`config.mk`:
```
export PLATFORM = sky130hd
export DESIGN_NAME = imem_boot_arbiter
export DESIGN_NICKNAME = d
export VERILOG_FILES = /design/src/rtl/imem_boot_arbiter.sv
export SDC_FILE = /design/constraint.sdc
export NUM_CORES = 1
export LEC_CHECK = 0
export BUFFER_PORTS_ARGS = -buffer_cell sky130_fd_sc_hd__buf_2
export CAP_MARGIN = 20
export CORE_AREA = 2 2 69 71
export CTS_CLUSTER_DIAMETER = 80
export DETAILED_ROUTE_END_ITERATION = 10
export DIE_AREA = 0 0 71 73
export PLACE_DENSITY = 0.76
export SETUP_SLACK_MARGIN = 0.5
export SYNTH_ARGS = -nofsm -noshare
export SYNTH_HDL_FRONTEND = slang
export SYNTH_SLANG_ARGS = --single-unit
export TNS_END_PERCENT = 50
```
`constraint.sdc`:
```
create_clock -name clk -period 3.7 [get_ports clk]
set_input_delay 0.185 -clock clk [delete_from_list [all_inputs] [get_ports clk]]
set_output_delay 0.185 -clock clk [all_outputs]
set_load 0.005 [all_outputs]
```
`src/rtl/imem_boot_arbiter.sv`:
```
// Instruction-memory port arbiter: streams a boot image from the loader, then hands the port to fetch.
// Optional image checksum check is enabled with `define IMEM_BOOT_CHECKSUM_EN.
module imem_boot_arbiter #(
  parameter int ADDR_WIDTH   = 5,
  parameter int DATA_WIDTH   = 32,
  parameter int BOOT_WORDS   = 32,
  parameter int DRAIN_CYCLES = 5
) (
  input  logic                  clk,
  input  logic                  rst,
  input  logic                  ld_valid,
  input  logic [DATA_WIDTH-1:0] ld_data,
  input  logic                  ld_last,
  input  logic [DATA_WIDTH-1:0] ld_checksum,
  output logic                  ld_ready,
  input  logic                  reload_req,
  input  logic [31:0]           pc_f,
  output logic [31:0]           mem_addr,
  output logic                  mem_we,
  output logic [DATA_WIDTH-1:0] mem_wd,
  output logic                  stall_f,
  output logic                  core_rst,
  output logic [ADDR_WIDTH:0]   load_cnt,
  output logic                  err
);

  localparam int CW = ADDR_WIDTH + 1;
  localparam int DW = (DRAIN_CYCLES > 1) ? $clog2(DRAIN_CYCLES) : 1;
  localparam logic [CW-1:0] LAST_IDX  = CW'(BOOT_WORDS - 1);
  localparam logic [DW-1:0] DRAIN_END = DW'(DRAIN_CYCLES - 1);

  typedef enum logic [2:0] {
    S_LOAD,
    S_START,
    S_RUN,
    S_DRAIN,
    S_ERROR
  } state_t;

  state_t          state_q, state_d;
  logic [CW-1:0]   cnt_q, cnt_d;
  logic [DW-1:0]   dcnt_q, dcnt_d;
  logic            accept;
  logic            done;
  logic            clr_sum;
  logic            sum_ok;

  assign accept   = (state_q == S_LOAD) && ld_valid;
  // The index bound and ld_last may coincide; either alone closes the image exactly once.
  assign done     = accept && (ld_last || (cnt_q == LAST_IDX));
  assign load_cnt = cnt_q;

`ifdef IMEM_BOOT_CHECKSUM_EN
  logic [DATA_WIDTH-1:0] sum_q, sum_d;

  // The final word is still in flight at completion, so it is folded in here.
  assign sum_ok = (sum_q + ld_data) == ld_checksum;

  always_comb begin
    sum_d = sum_q;
    if (clr_sum) begin
      sum_d = '0;
    end else if (accept) begin
      sum_d = sum_q + ld_data;
    end
  end

  always_ff @(posedge clk or posedge rst) begin
    if (rst) begin
      sum_q <= '0;
    end else begin
      sum_q <= sum_d;
    end
  end
`else
  logic unused_checksum;
  assign sum_ok          = 1'b1;
  assign unused_checksum = ^{ld_checksum, clr_sum};
`endif

  always_ff @(posedge clk or posedge rst) begin
    if (rst) begin
      state_q <= S_LOAD;
      cnt_q   <= '0;
      dcnt_q  <= '0;
    end else begin
      state_q <= state_d;
      cnt_q   <= cnt_d;
      dcnt_q  <= dcnt_d;
    end
  end

  always_comb begin
    state_d  = state_q;
    cnt_d    = cnt_q;
    dcnt_d   = dcnt_q;
    clr_sum  = 1'b0;
    ld_ready = 1'b0;
    mem_addr = '0;
    mem_we   = 1'b0;
    mem_wd   = '0;
    stall_f  = 1'b1;
    core_rst = 1'b1;
    err      = 1'b0;

    unique case (state_q)
      S_LOAD: begin
        ld_ready = 1'b1;
        mem_addr = 32'({cnt_q, 2'b00});
        mem_wd   = ld_data;
        mem_we   = ld_valid;
        if (accept) begin
          cnt_d = cnt_q + CW'(1);
        end
        if (done) begin
          state_d = sum_ok ? S_START : S_ERROR;
        end
      end

      S_START: begin
        state_d = S_RUN;
      end

      S_RUN: begin
        mem_addr = pc_f;
        stall_f  = 1'b0;
        core_rst = 1'b0;
        if (reload_req) begin
          state_d = S_DRAIN;
          dcnt_d  = '0;
        end
      end

      // Pipeline keeps running (not in reset) but fetch is frozen until it empties.
      S_DRAIN: begin
        mem_addr = pc_f;
        core_rst = 1'b0;
        dcnt_d   = dcnt_q + DW'(1);
        if (dcnt_q == DRAIN_END) begin
          state_d = S_LOAD;
          cnt_d   = '0;
          clr_sum = 1'b1;
        end
      end

      S_ERROR: begin
        err = 1'b1;
        if (reload_req) begin
          state_d = S_LOAD;
          cnt_d   = '0;
          clr_sum = 1'b1;
        end
      end

      default: begin
        state_d = S_LOAD;
      end
    endcase
  end

endmodule
```
==> results.md <==
- Synthesis-to-finish area growth: 60.8%
- TritonCTS clock tree: done
- Unrepaired setup endpoints after global routing: false
- Ys flop type: dfrtp_1
- Routability Congestion: roughly 0.84
- Status: finished, final reports clean
- Number of enable flip-flop cells after synthesis: 0
- Hold Path Sink: load_cnt[1]
- Max Root-Sink Buffers: 2
- Post-CTS Repair Setup Buffers: 0
- Layout cell share with drive strength beyond 1: 0.513
- GRT overflow: 0
- I/O pin count: 176
- Initial Utilization: 0.276
- Least-Margin Pin Slew: 0.806 ns
- Yosys cell types: 37
- Power per cell area: about 640 nW/um2
- Tmin final: between 2 and 2.5 ns
- Routed vias/inst: 4.55
- Post-synthesis sequential area ratio: 0.220
- Max_cap viols: 0
- Nets@finish: between 400 and 500
- Iteration-0 DRC Markers: between 40 and 50
- Routed wire length: 3.72 mm
- Die area: 5180 um2
- Row Count: 25
- PortBufs: 142
- VDD IR max: roughly 0.18 mV
- Crit-path max FO: 33
- Max Clock Freq: 417 MHz
- Setup Viol. Count Final: 0
- Fillcell total: between 400 and 500
- TNS Setup: 0 ns
- Vias in the first global route: ~1400
- Post-layout util: 0.443
- Slew headroom: 0.463
- Worst reg2reg setup slack: 1.58 ns
- WL/cell: 10.6 um
- CP max-delay cell: or2_1
- Async S/R FF share, synth: 1.00
- Fin crit share: 0.648
- Die W: 71 um
- Root Driver: clkbuf_8
- Crit path cell chain: ha_1 > or2_1 > a22oi_1 > nor2_1 > buf_2
- All-Layer GR Usage: 0.131
- Worst hold slack: 0.261 ns
- CTS Buf Count: 3
- Reg-to-reg critical path startpoint: state_q[0]
- Via count: between 1500 and 2000
- Initial antenna violation count: 0
- Critical R2R Capture: dcnt_q[0]
- Cell Area, Synth: 1250 um2
- H-tree level count: 1
- Setup Skew: 0.00225 ns
- Syn. warnings: 0
- Clk_lat worst skew: 0.24 ns
- Area of the core: 4540 um2
- Synth Area per Inst: 7.76 um2
- Largest net degree at the start of global routing: 35
- Die Height: about 73 um
- Yosys reg bits: 11
- Post-Syn Nets: 269
- Worst-path clk slew: roughly 0.050 ns
- Critical path class: flip-flop to primary output
- Slew Limit Fails: 0
- CP Data Required Time: 3.51 ns
- Hold Crit Depth: 3
- Hold Violations, Final: 0
- CP Capture Type: primary output
- # DRC: 0
- CTS sink cnt: 11
- Min-Delay Path Class: input pin to flip-flop
- Worst path arrival time: 2.21 ns
- DRT antenna net count: 0
- First-pass GRT wire length: between 5 and 6 mm
- 1st-pass router iterations: 4
- HP Start: ld_valid
- Cells after Synth: 161
- Peak per-stage delay on the critical path: 0.70 ns
- N_diodes: 0
- Worst r2r path cells: 5
- DP HPWL: 3.16 mm
- Critical path launch point type: flip-flop
- Leakage: 1.21 nW
==> final cells by class <==
type	instances	area (um2)	area share
Multi-Input combinational cell	128	852	0.424
Timing Repair Buffer	144	728	0.362
Sequential cell	11	275	0.137
Tap cell	54	67.6	0.0336
Clock buffer	4	45.0	0.0224
Inverter	11	41.3	0.0205
==> worst max-delay path, delay by kind of cell (launching register included) <==
kind                       cells  cell delay (ns)
and+or+nand+nor                2             0.82
adders and majority gates      1             0.46
DFF                            1             0.40
AOI/OAI and AO/OA              1             0.17
buffers and inverters          1             0.12
==> how the worst max path moves through the flow <==
stage | end | cells after the start | startpoint
after detailed placement | mem_addr[4] | 5 | state_q[0]
after global routing | mem_addr[5] | 5 | state_q[1]
after floorplan | mem_addr[3] | 7 | state_q[0]
after CTS | mem_addr[4] | 5 | state_q[0]
final | mem_addr[4] | 5 | state_q[0]
after global placement | mem_addr[4] | 5 | state_q[0]
==> report_power, final <==
group / internal, mW / switching [mW] / total [mW]
Sequential: 0.163 / 0.0565 / 0.220
Clock: 0.0758 / 0.0473 / 0.123
Combinational: 0.469 / 0.473 / 0.941
==> synth_stat cells, drive strengths merged (2+ instances only) <==
cell type / n / area, um2
and2: 58 / 363
dfrtp: 11 / 275
inv: 11 / 41.3
o21ai: 9 / 45.0
buf: 8 / 70.1
nor2: 8 / 30.0
ha: 7 / 87.6
a22oi: 6 / 55.1
nand2: 6 / 22.5
o31ai: 5 / 37.5
a31oi: 3 / 18.8
clkbuf: 3 / 11.3
a21bo: 2 / 20.0
a21oi: 2 / 10.0
and3: 2 / 12.5
and3b: 2 / 17.5
nand3: 2 / 10.0
==> routing by layer <==
metal	wire length, um	up-vias	GRT usage
met5	0	-	0
met4	42	0	0.0482
met3	471	4	0.0180
met2	1880	119	0.267
met1	1320	674	0.134
li1	-	805	-
==> registers in the layout, indices dropped and copies added, names as in the netlist <==
name and cells:
dcnt_q 3, state_q 2, load_cnt 6
==> cells by family after synthesis <==
family | after synthesis | synth area share
flops | 11 | 0.220
other cells | 1 | 0.00300
simple gates | 84 | 0.394
compound gates | 35 | 0.203
fa+ha+maj | 7 | 0.0701
mux | 1 | 0.0110
buf+inv | 22 | 0.0981
==> placed cells by master, fill, tap and decap left out, types with 2 or more instances in the layout <==
| master | Yosys | final |
|---|---|---|
| a21bo_2 | 2 | 2 |
| a21oi_1 | 2 | 2 |
| a22oi_1 | 4 | 4 |
| a22oi_2 | 2 | 2 |
| a31oi_1 | 3 | 3 |
| and2_1 | 58 | 58 |
| and3_1 | 2 | 2 |
| and3b_1 | 2 | 2 |
| buf_2 | 2 | 142 |
| clkbuf_8 | 0 | 3 |
| dfrtp_1 | 11 | 11 |
| ha_1 | 7 | 7 |
| inv_1 | 11 | 11 |
| nand2_1 | 6 | 6 |
| nand3_1 | 2 | 2 |
| nor2_1 | 8 | 8 |
| o21ai_0 | 8 | 8 |
| o31ai_1 | 5 | 5 |
==> stage by stage <==
step	instances	setup slack (ns)	power [mW]	cell area, um2
finish	352	1.30	1.28	2010
global route	352	1.03	1.43	2010
CTS	352	1.26	1.30	2010
detailed placement	347	1.52	1.18	1950
global placement	347	1.55	1.16	1950
floorplan	161	2.16	0.859	1250
==> repair_timing <==
item | in CTS | in global routing
hold buffers | 1 | 0
endpoints found under the hold margin | 11 | 0
gates resized for setup | 0 | 0
No activity file was read; power rests on OpenSTA's default activity.
